[src/rtl/trace_fmt_pkg.sv]
// Shared constants and types for the CPU trace-line formatter.
// ASCII codes, FSM state encoding and the timestamp saturation limit.
package trace_fmt_pkg;

   localparam logic [7:0] CH_CARET  = 8'h5E;
   localparam logic [7:0] CH_AT     = 8'h40;
   localparam logic [7:0] CH_COLON  = 8'h3A;
   localparam logic [7:0] CH_DOLLAR = 8'h24;
   localparam logic [7:0] CH_STAR   = 8'h2A;
   localparam logic [7:0] CH_LT     = 8'h3C;
   localparam logic [7:0] CH_EQ     = 8'h3D;
   localparam logic [7:0] CH_HASH   = 8'h23;
   localparam logic [7:0] CH_SPACE  = 8'h20;
   localparam logic [7:0] CH_0      = 8'h30;
   localparam logic [7:0] CH_LA     = 8'h61;
   localparam logic [7:0] CH_UA     = 8'h41;

   localparam logic [13:0] TIME_SAT = 14'd9999;

   typedef enum logic [3:0] {
      S_IDLE,
      S_CARET,
      S_TIME,
      S_AT,
      S_PC,
      S_COLON,
      S_SP1,
      S_TAG,
      S_GRF,
      S_ADDR,
      S_SP2,
      S_LT,
      S_EQ,
      S_SP3,
      S_DATA,
      S_HASH
   } state_e;

   function automatic logic [7:0] dec_char(input logic [3:0] nib);
      return CH_0 + {4'd0, nib};
   endfunction

   function automatic logic [7:0] hex_char(input logic [3:0] nib,
                                           input logic      upper);
      if (nib < 4'd10) begin
         return CH_0 + {4'd0, nib};
      end
      return (upper ? CH_UA : CH_LA) + {4'd0, nib} - 8'd10;
   endfunction

endpackage

[src/rtl/cpu_trace_formatter_bin_to_bcd.sv]
// Combinational double-dabble: 14-bit binary to four BCD digits.
// Also reports the significant digit count (1..4, zero shows as one digit).
module bin_to_bcd (
   input  logic [13:0] bin,
   output logic [15:0] bcd,
   output logic [2:0]  ndig
);

   logic [29:0] sh;

   // Shift-and-add-3 over all input bits, then count significant digits
   always_comb begin
      sh = {16'd0, bin};
      for (int i = 0; i < 14; i++) begin
         for (int k = 0; k < 4; k++) begin
            if (sh[14+4*k +: 4] >= 4'd5) begin
               sh[14+4*k +: 4] = sh[14+4*k +: 4] + 4'd3;
            end
         end
         sh = sh << 1;
      end
      bcd = sh[29:14];
      if (bcd[15:12] != 4'd0) begin
         ndig = 3'd4;
      end else if (bcd[11:8] != 4'd0) begin
         ndig = 3'd3;
      end else if (bcd[7:4] != 4'd0) begin
         ndig = 3'd2;
      end else begin
         ndig = 3'd1;
      end
   end

endmodule

[src/rtl/cpu_trace_formatter.sv]
// Serialises one CPU write-back record into an ASCII trace line,
// one character per handshake on the char_valid/char_ready stream.
module cpu_trace_formatter
   import trace_fmt_pkg::*;
#(
   parameter int UPPER_HEX = 0
) (
   input  logic        clk,
   input  logic        reset,
   input  logic        in_valid,
   output logic        in_ready,
   input  logic        in_is_mem,
   input  logic [15:0] in_time,
   input  logic [31:0] in_pc,
   input  logic [4:0]  in_grf,
   input  logic [31:0] in_addr,
   input  logic [31:0] in_data,
   output logic [7:0]  char_out,
   output logic        char_valid,
   input  logic        char_ready,
   output logic        busy
);

   localparam logic UPPER = (UPPER_HEX != 0);

   state_e      state_q, state_d;
   logic [2:0]  cnt_q, cnt_d;
   logic [7:0]  char_q, char_d;
   logic        char_valid_q, char_valid_d;

   logic        is_mem_q, is_mem_d;
   logic [15:0] time_q, time_d;
   logic [31:0] pc_q, pc_d;
   logic [4:0]  grf_q, grf_d;
   logic [31:0] addr_q, addr_d;
   logic [31:0] data_q, data_d;

   logic        accept;
   logic        hs;
   logic [13:0] time_sat;
   logic [15:0] t_bcd, g_bcd;
   logic [2:0]  t_ndig, g_ndig;
   logic [3:0][3:0] t_dig, g_dig;
   logic [7:0][3:0] pc_n, addr_n, data_n;

   assign in_ready   = (state_q == S_IDLE);
   assign busy       = ~in_ready;
   assign char_out   = char_q;
   assign char_valid = char_valid_q;

   assign accept = in_valid & in_ready;
   assign hs     = char_valid_q & char_ready;

   assign time_sat = (time_q > {2'b00, TIME_SAT}) ? TIME_SAT
                                                  : time_q[13:0];

   bin_to_bcd u_time_bcd (
      .bin  (time_sat),
      .bcd  (t_bcd),
      .ndig (t_ndig)
   );

   bin_to_bcd u_grf_bcd (
      .bin  ({9'd0, grf_q}),
      .bcd  (g_bcd),
      .ndig (g_ndig)
   );

   assign t_dig  = t_bcd;
   assign g_dig  = g_bcd;
   assign pc_n   = pc_q;
   assign addr_n = addr_q;
   assign data_n = data_q;

   // Capture all record fields on accept; hold them for the whole line
   always_comb begin
      is_mem_d = is_mem_q;
      time_d   = time_q;
      pc_d     = pc_q;
      grf_d    = grf_q;
      addr_d   = addr_q;
      data_d   = data_q;
      if (accept) begin
         is_mem_d = in_is_mem;
         time_d   = in_time;
         pc_d     = in_pc;
         grf_d    = in_grf;
         addr_d   = in_addr;
         data_d   = in_data;
      end
   end

   // Next state and digit counter; counters run MS digit down to 0
   always_comb begin
      state_d = state_q;
      cnt_d   = cnt_q;
      unique case (state_q)
         S_IDLE: begin
            if (accept) state_d = S_CARET;
         end
         S_CARET: if (hs) begin
            state_d = S_TIME;
            cnt_d   = t_ndig - 3'd1;
         end
         S_TIME: if (hs) begin
            if (cnt_q == 3'd0) state_d = S_AT;
            else               cnt_d   = cnt_q - 3'd1;
         end
         S_AT: if (hs) begin
            state_d = S_PC;
            cnt_d   = 3'd7;
         end
         S_PC: if (hs) begin
            if (cnt_q == 3'd0) state_d = S_COLON;
            else               cnt_d   = cnt_q - 3'd1;
         end
         S_COLON: if (hs) state_d = S_SP1;
         S_SP1:   if (hs) state_d = S_TAG;
         S_TAG: if (hs) begin
            if (is_mem_q) begin
               state_d = S_ADDR;
               cnt_d   = 3'd7;
            end else begin
               state_d = S_GRF;
               cnt_d   = g_ndig - 3'd1;
            end
         end
         S_GRF: if (hs) begin
            if (cnt_q == 3'd0) state_d = S_SP2;
            else               cnt_d   = cnt_q - 3'd1;
         end
         S_ADDR: if (hs) begin
            if (cnt_q == 3'd0) state_d = S_SP2;
            else               cnt_d   = cnt_q - 3'd1;
         end
         S_SP2: if (hs) state_d = S_LT;
         S_LT:  if (hs) state_d = S_EQ;
         S_EQ:  if (hs) state_d = S_SP3;
         S_SP3: if (hs) begin
            state_d = S_DATA;
            cnt_d   = 3'd7;
         end
         S_DATA: if (hs) begin
            if (cnt_q == 3'd0) state_d = S_HASH;
            else               cnt_d   = cnt_q - 3'd1;
         end
         S_HASH: if (hs) begin
            state_d = S_IDLE;
            cnt_d   = 3'd0;
         end
         default: begin
            state_d = S_IDLE;
            cnt_d   = 3'd0;
         end
      endcase
   end

   // Character for the upcoming state so char_q is a registered output
   always_comb begin
      char_d       = 8'h00;
      char_valid_d = (state_d != S_IDLE);
      unique case (state_d)
         S_IDLE:  char_d = 8'h00;
         S_CARET: char_d = CH_CARET;
         S_TIME:  char_d = dec_char(t_dig[cnt_d[1:0]]);
         S_AT:    char_d = CH_AT;
         S_PC:    char_d = hex_char(pc_n[cnt_d], UPPER);
         S_COLON: char_d = CH_COLON;
         S_SP1:   char_d = CH_SPACE;
         S_TAG:   char_d = is_mem_q ? CH_STAR : CH_DOLLAR;
         S_GRF:   char_d = dec_char(g_dig[cnt_d[1:0]]);
         S_ADDR:  char_d = hex_char(addr_n[cnt_d], UPPER);
         S_SP2:   char_d = CH_SPACE;
         S_LT:    char_d = CH_LT;
         S_EQ:    char_d = CH_EQ;
         S_SP3:   char_d = CH_SPACE;
         S_DATA:  char_d = hex_char(data_n[cnt_d], UPPER);
         S_HASH:  char_d = CH_HASH;
         default: char_d = 8'h00;
      endcase
   end

   // All state flops; reset aborts any line in progress
   always_ff @(posedge clk) begin
      if (reset) begin
         state_q      <= S_IDLE;
         cnt_q        <= 3'd0;
         char_q       <= 8'h00;
         char_valid_q <= 1'b0;
         is_mem_q     <= 1'b0;
         time_q       <= 16'd0;
         pc_q         <= 32'd0;
         grf_q        <= 5'd0;
         addr_q       <= 32'd0;
         data_q       <= 32'd0;
      end else begin
         state_q      <= state_d;
         cnt_q        <= cnt_d;
         char_q       <= char_d;
         char_valid_q <= char_valid_d;
         is_mem_q     <= is_mem_d;
         time_q       <= time_d;
         pc_q         <= pc_d;
         grf_q        <= grf_d;
         addr_q       <= addr_d;
         data_q       <= data_d;
      end
   end

endmodule

[config.mk]
export PLATFORM = sky130hd
export DESIGN_NAME = cpu_trace_formatter
export DESIGN_NICKNAME = d
export VERILOG_FILES = /design/src/rtl/trace_fmt_pkg.sv /design/src/rtl/cpu_trace_formatter_bin_to_bcd.sv /design/src/rtl/cpu_trace_formatter.sv
export SDC_FILE = /design/constraint.sdc
export NUM_CORES = 1
export LEC_CHECK = 0
export ABC_AREA = 0
export CELL_PAD_IN_SITES_DETAIL_PLACEMENT = 2
export CELL_PAD_IN_SITES_GLOBAL_PLACEMENT = 2
export CORE_ASPECT_RATIO = 1.75
export CORE_MARGIN = 5
export CORE_UTILIZATION = 33
export CTS_CLUSTER_DIAMETER = 50
export DETAILED_ROUTE_END_ITERATION = 10
export PLACE_DENSITY_LB_ADDON = 0.1
export SLEW_MARGIN = 10
export SYNTH_ARGS = -nofsm -noshare
export SYNTH_HDL_FRONTEND = slang
export SYNTH_SLANG_ARGS = --single-unit
export TNS_END_PERCENT = 50
[constraint.sdc]
create_clock -name clk -period 15.9 [get_ports clk]
set_input_delay 3.18 -clock clk [delete_from_list [all_inputs] [get_ports clk]]
set_output_delay 3.18 -clock clk [all_outputs]
set_load 0.05 [all_outputs]
==> results.json <==
{
  "status": "finished clean",
  "avgSynthCellArea_um2": 7.17,
  "grt_pass1_vias": 13100,
  "period_share_pct": 90.8,
  "dp_hpwl_mm": 33.4,
  "slowest_stage": "mux4_2",
  "endpoint_kind": "flop",
  "yosys_warnings": 0,
  "rows": 88,
  "viasPerCell": 5.80,
  "gp_congestion": 0.892,
  "nets": 1775,
  "fmax_mhz": 69.2,
  "netlist.area_leader.share_pct": 24.0,
  "start_util_pct": 33.5,
  "maxCapViolCount": 0,
  "slew_viol_final": 0,
  "slew_headroom_pct": 33.1,
  "cts_made_buffers": 17,
  "cts.sink_count": 133,
  "wl_mm": 43.3,
  "rsz0062_at_grt": "no",
  "clk_latency_ps": 440,
  "final-hold-violation-count": 0,
  "netlist_area_um2": 11100,
  "syn_to_final_growth_pct": 18.8,
  "htreeDepth": 4,
  "antenna_left": 0,
  "post_synth_num_cell_types": 118,
  "die_y_um": 252,
  "die_area_um2": 37500,
  "grt_max_degree": 91,
  "period_needed_ps": 14440,
  "antenna_cells": 0,
  "required_ps": 16230,
  "grt_antenna_before_repair": 0,
  "cp_common_cell": "ha_1",
  "synth.area.top_cells": "dfxtp_1 24%, nand2_1 12%, a21oi_1 8.9%",
  "postCtsSetupBuffers": 0,
  "synth_fa_ha_area_share_pct": 4.61,
  "grt.total_usage_pct": 22.9,
  "clk_pin_slew_ps": 70,
  "setup_viol": 0,
  "synth_edf_count": 0,
  "cp_data_arrival_time_ps": 14770,
  "cts_tree": "yes",
  "syn_inst": 1545,
  "drtIter0Drc": 339,
  "clock_skew_ps": 12.6,
  "synth_top_family_by_area": "compound AO/OA/AOI/OAI gates",
  "io_pins": 133,
  "synthSimpleGateAreaFrac_pct": 27.1,
  "placedCellCount": 1999,
  "cpPeakStageDelay_ps": 600,
  "startpoint_type": "flop",
  "coreArea_um2": 33000,
  "ctsHoldBuffers": 0,
  "dr.pass1.iters": 4,
  "port_buffers": 131,
  "drc": 0,
  "grt-ovfl-total": 0,
  "async_reset_ff_share_pct": 0,
  "synth_xor_area_share_pct": 2.34,
  "synth_compound_area_share_pct": 29.9,
  "synth_top_area_cell": "dfxtp_1",
  "muxShareOfSynthArea_pct": 5.89,
  "worst_pin_slew_ps": 1000,
  "fill_cells": 3905,
  "vias": 11800,
  "die_w_um": 149,
  "cts_resized": 0,
  "setup_tns_ps": 0,
  "seq_area_frac_synth_pct": 24.0,
  "critical_path_peak_fanout": 21,
  "grt_pass1_wl_mm": 69.1,
  "clock_path_buffers": 2,
  "synth_seq_cells": 133,
  "final_cells": 2031,
  "hp-class": "reg -> reg",
  "path_class": "reg -> reg",
  "clockRootBuffer": "clkbuf_16",
  "ys.flop_type": "dfxtp_1",
  "wire_per_inst_um": 21.3,
  "layout-drive-gt1-share_pct": 7.63
}
[worst max-delay path, delay by kind of cell, from the launching register on]
| kind | cells | cell delay [ps] |
|---|---|---|
| flip-flops | 1 | 400 |
| multiplexers | 6 | 1960 |
| adder cells (fa/ha/maj) | 10 | 2540 |
| AND/OR/NAND/NOR | 15 | 3110 |
| XOR/XNOR | 2 | 550 |
| AO/OA/AOI/OAI | 20 | 5090 |
| buffers and inverters | 6 | 640 |
[layer usage]
layer,up-vias,GRT usage [%],wire (µm)
met5,-,0,0
met4,0,8.48,1440
met3,72,2.08,650
met2,153,49.6,26200
met1,5858,21.1,15100
li1,5688,-,-
[worst paths after layout]
path / from / to / slack, ps / cells past startpoint
worst max-delay path: time_q[12] / char_out[2] / 1460 / 59
worst max register to register: time_q[12] / char_out[2] / 1460 / 59
worst min register to register: data_n[7] / data_n[7] / 460 / 2
worst min-delay path: data_n[7] / data_n[7] / 460 / 2
[cell usage after synthesis, types with 16 or more instances]
master / n
dfxtp_1: 133
inv_1: 57
xnor2_1: 17
nor2_1: 82
a21oi_1: 196
nand3_1: 46
nor3_1: 23
mux2i_1: 39
and3_1: 19
nand2_1: 343
nand4_1: 17
clkbuf_1: 71
ha_1: 40
o21ai_0: 54
a211oi_1: 16
nand2b_1: 18
a31oi_1: 19
[area by class of cell]
cell class                      count  area (µm²)  share of cell area (%)
Tap cell                          405         507                    3.85
Clock inverter                     14         143                    1.08
Inverter                           62         233                    1.77
Multi-Input combinational cell   1256        7770                    59.0
Sequential cell                   133        2660                    20.2
Timing Repair Buffer              143        1410                    10.7
Clock buffer                       18         439                    3.34
[per-stage QoR]
stage          utilization [%]  hold slack (ps)  cell area (µm²)  worst slack [ps]
2_1_floorplan                -              431            11100              3880
3_3_place_gp              38.1              442            12600              2090
3_5_place_dp              38.1              451            12600              1480
4_1_cts                   39.9              461            13200              1480
5_1_grt                   39.9              481            13200               296
6_report                  39.9              459            13200              1460
[layout by cell type, fill, tap and decap left out, types with 6 or more instances in the layout]
| cell | instances |
|---|---|
| nor3_1 | 23 |
| mux2i_1 | 39 |
| a221oi_1 | 7 |
| a2bb2oi_1 | 6 |
| a31oi_1 | 19 |
| nor4_1 | 12 |
| nand3_1 | 46 |
| and3_1 | 19 |
| mux2_2 | 14 |
| a21o_1 | 9 |
| o21ai_1 | 12 |
| inv_1 | 57 |
| nor2b_1 | 14 |
| a21oi_1 | 196 |
| dfxtp_1 | 133 |
| o211ai_1 | 14 |
| o22ai_1 | 9 |
| nand2b_1 | 18 |
| clkbuf_16 | 17 |
| nand3b_1 | 7 |
| nor2_1 | 82 |
| clkdlybuf4s50_1 | 130 |
| o21ai_0 | 53 |
| buf_4 | 12 |
| o31ai_1 | 6 |
| xnor2_1 | 17 |
| ha_1 | 40 |
| nand2_1 | 342 |
| a22o_1 | 6 |
| a211oi_1 | 16 |
| and2_1 | 13 |
| nand4_1 | 17 |
| o221ai_1 | 7 |
| a22oi_1 | 10 |
| or3_1 | 9 |
| o21a_1 | 10 |
[sequential cells by signal (all words and copies together), names as in the netlist, 3 cells and up]
signal and count:
addr_n 32, pc_n 32, char_out 7, cnt_q 3, data_n 32, state_q 4, grf_q 5, time_q 16
[cells by family (layout without fill, tap and decap cells)]
logic type,Yosys count,after routing
flops,133,133
buf+inv,159,237
other cells,1,4
fa+ha+maj,41,41
xor+xnor,24,24
compound gates,484,484
mux,58,58
simple gates,645,645
Power is left out: the tool's default activity adds up to more than one toggle a clock period on the data nets, which glitch-free logic cannot reach.
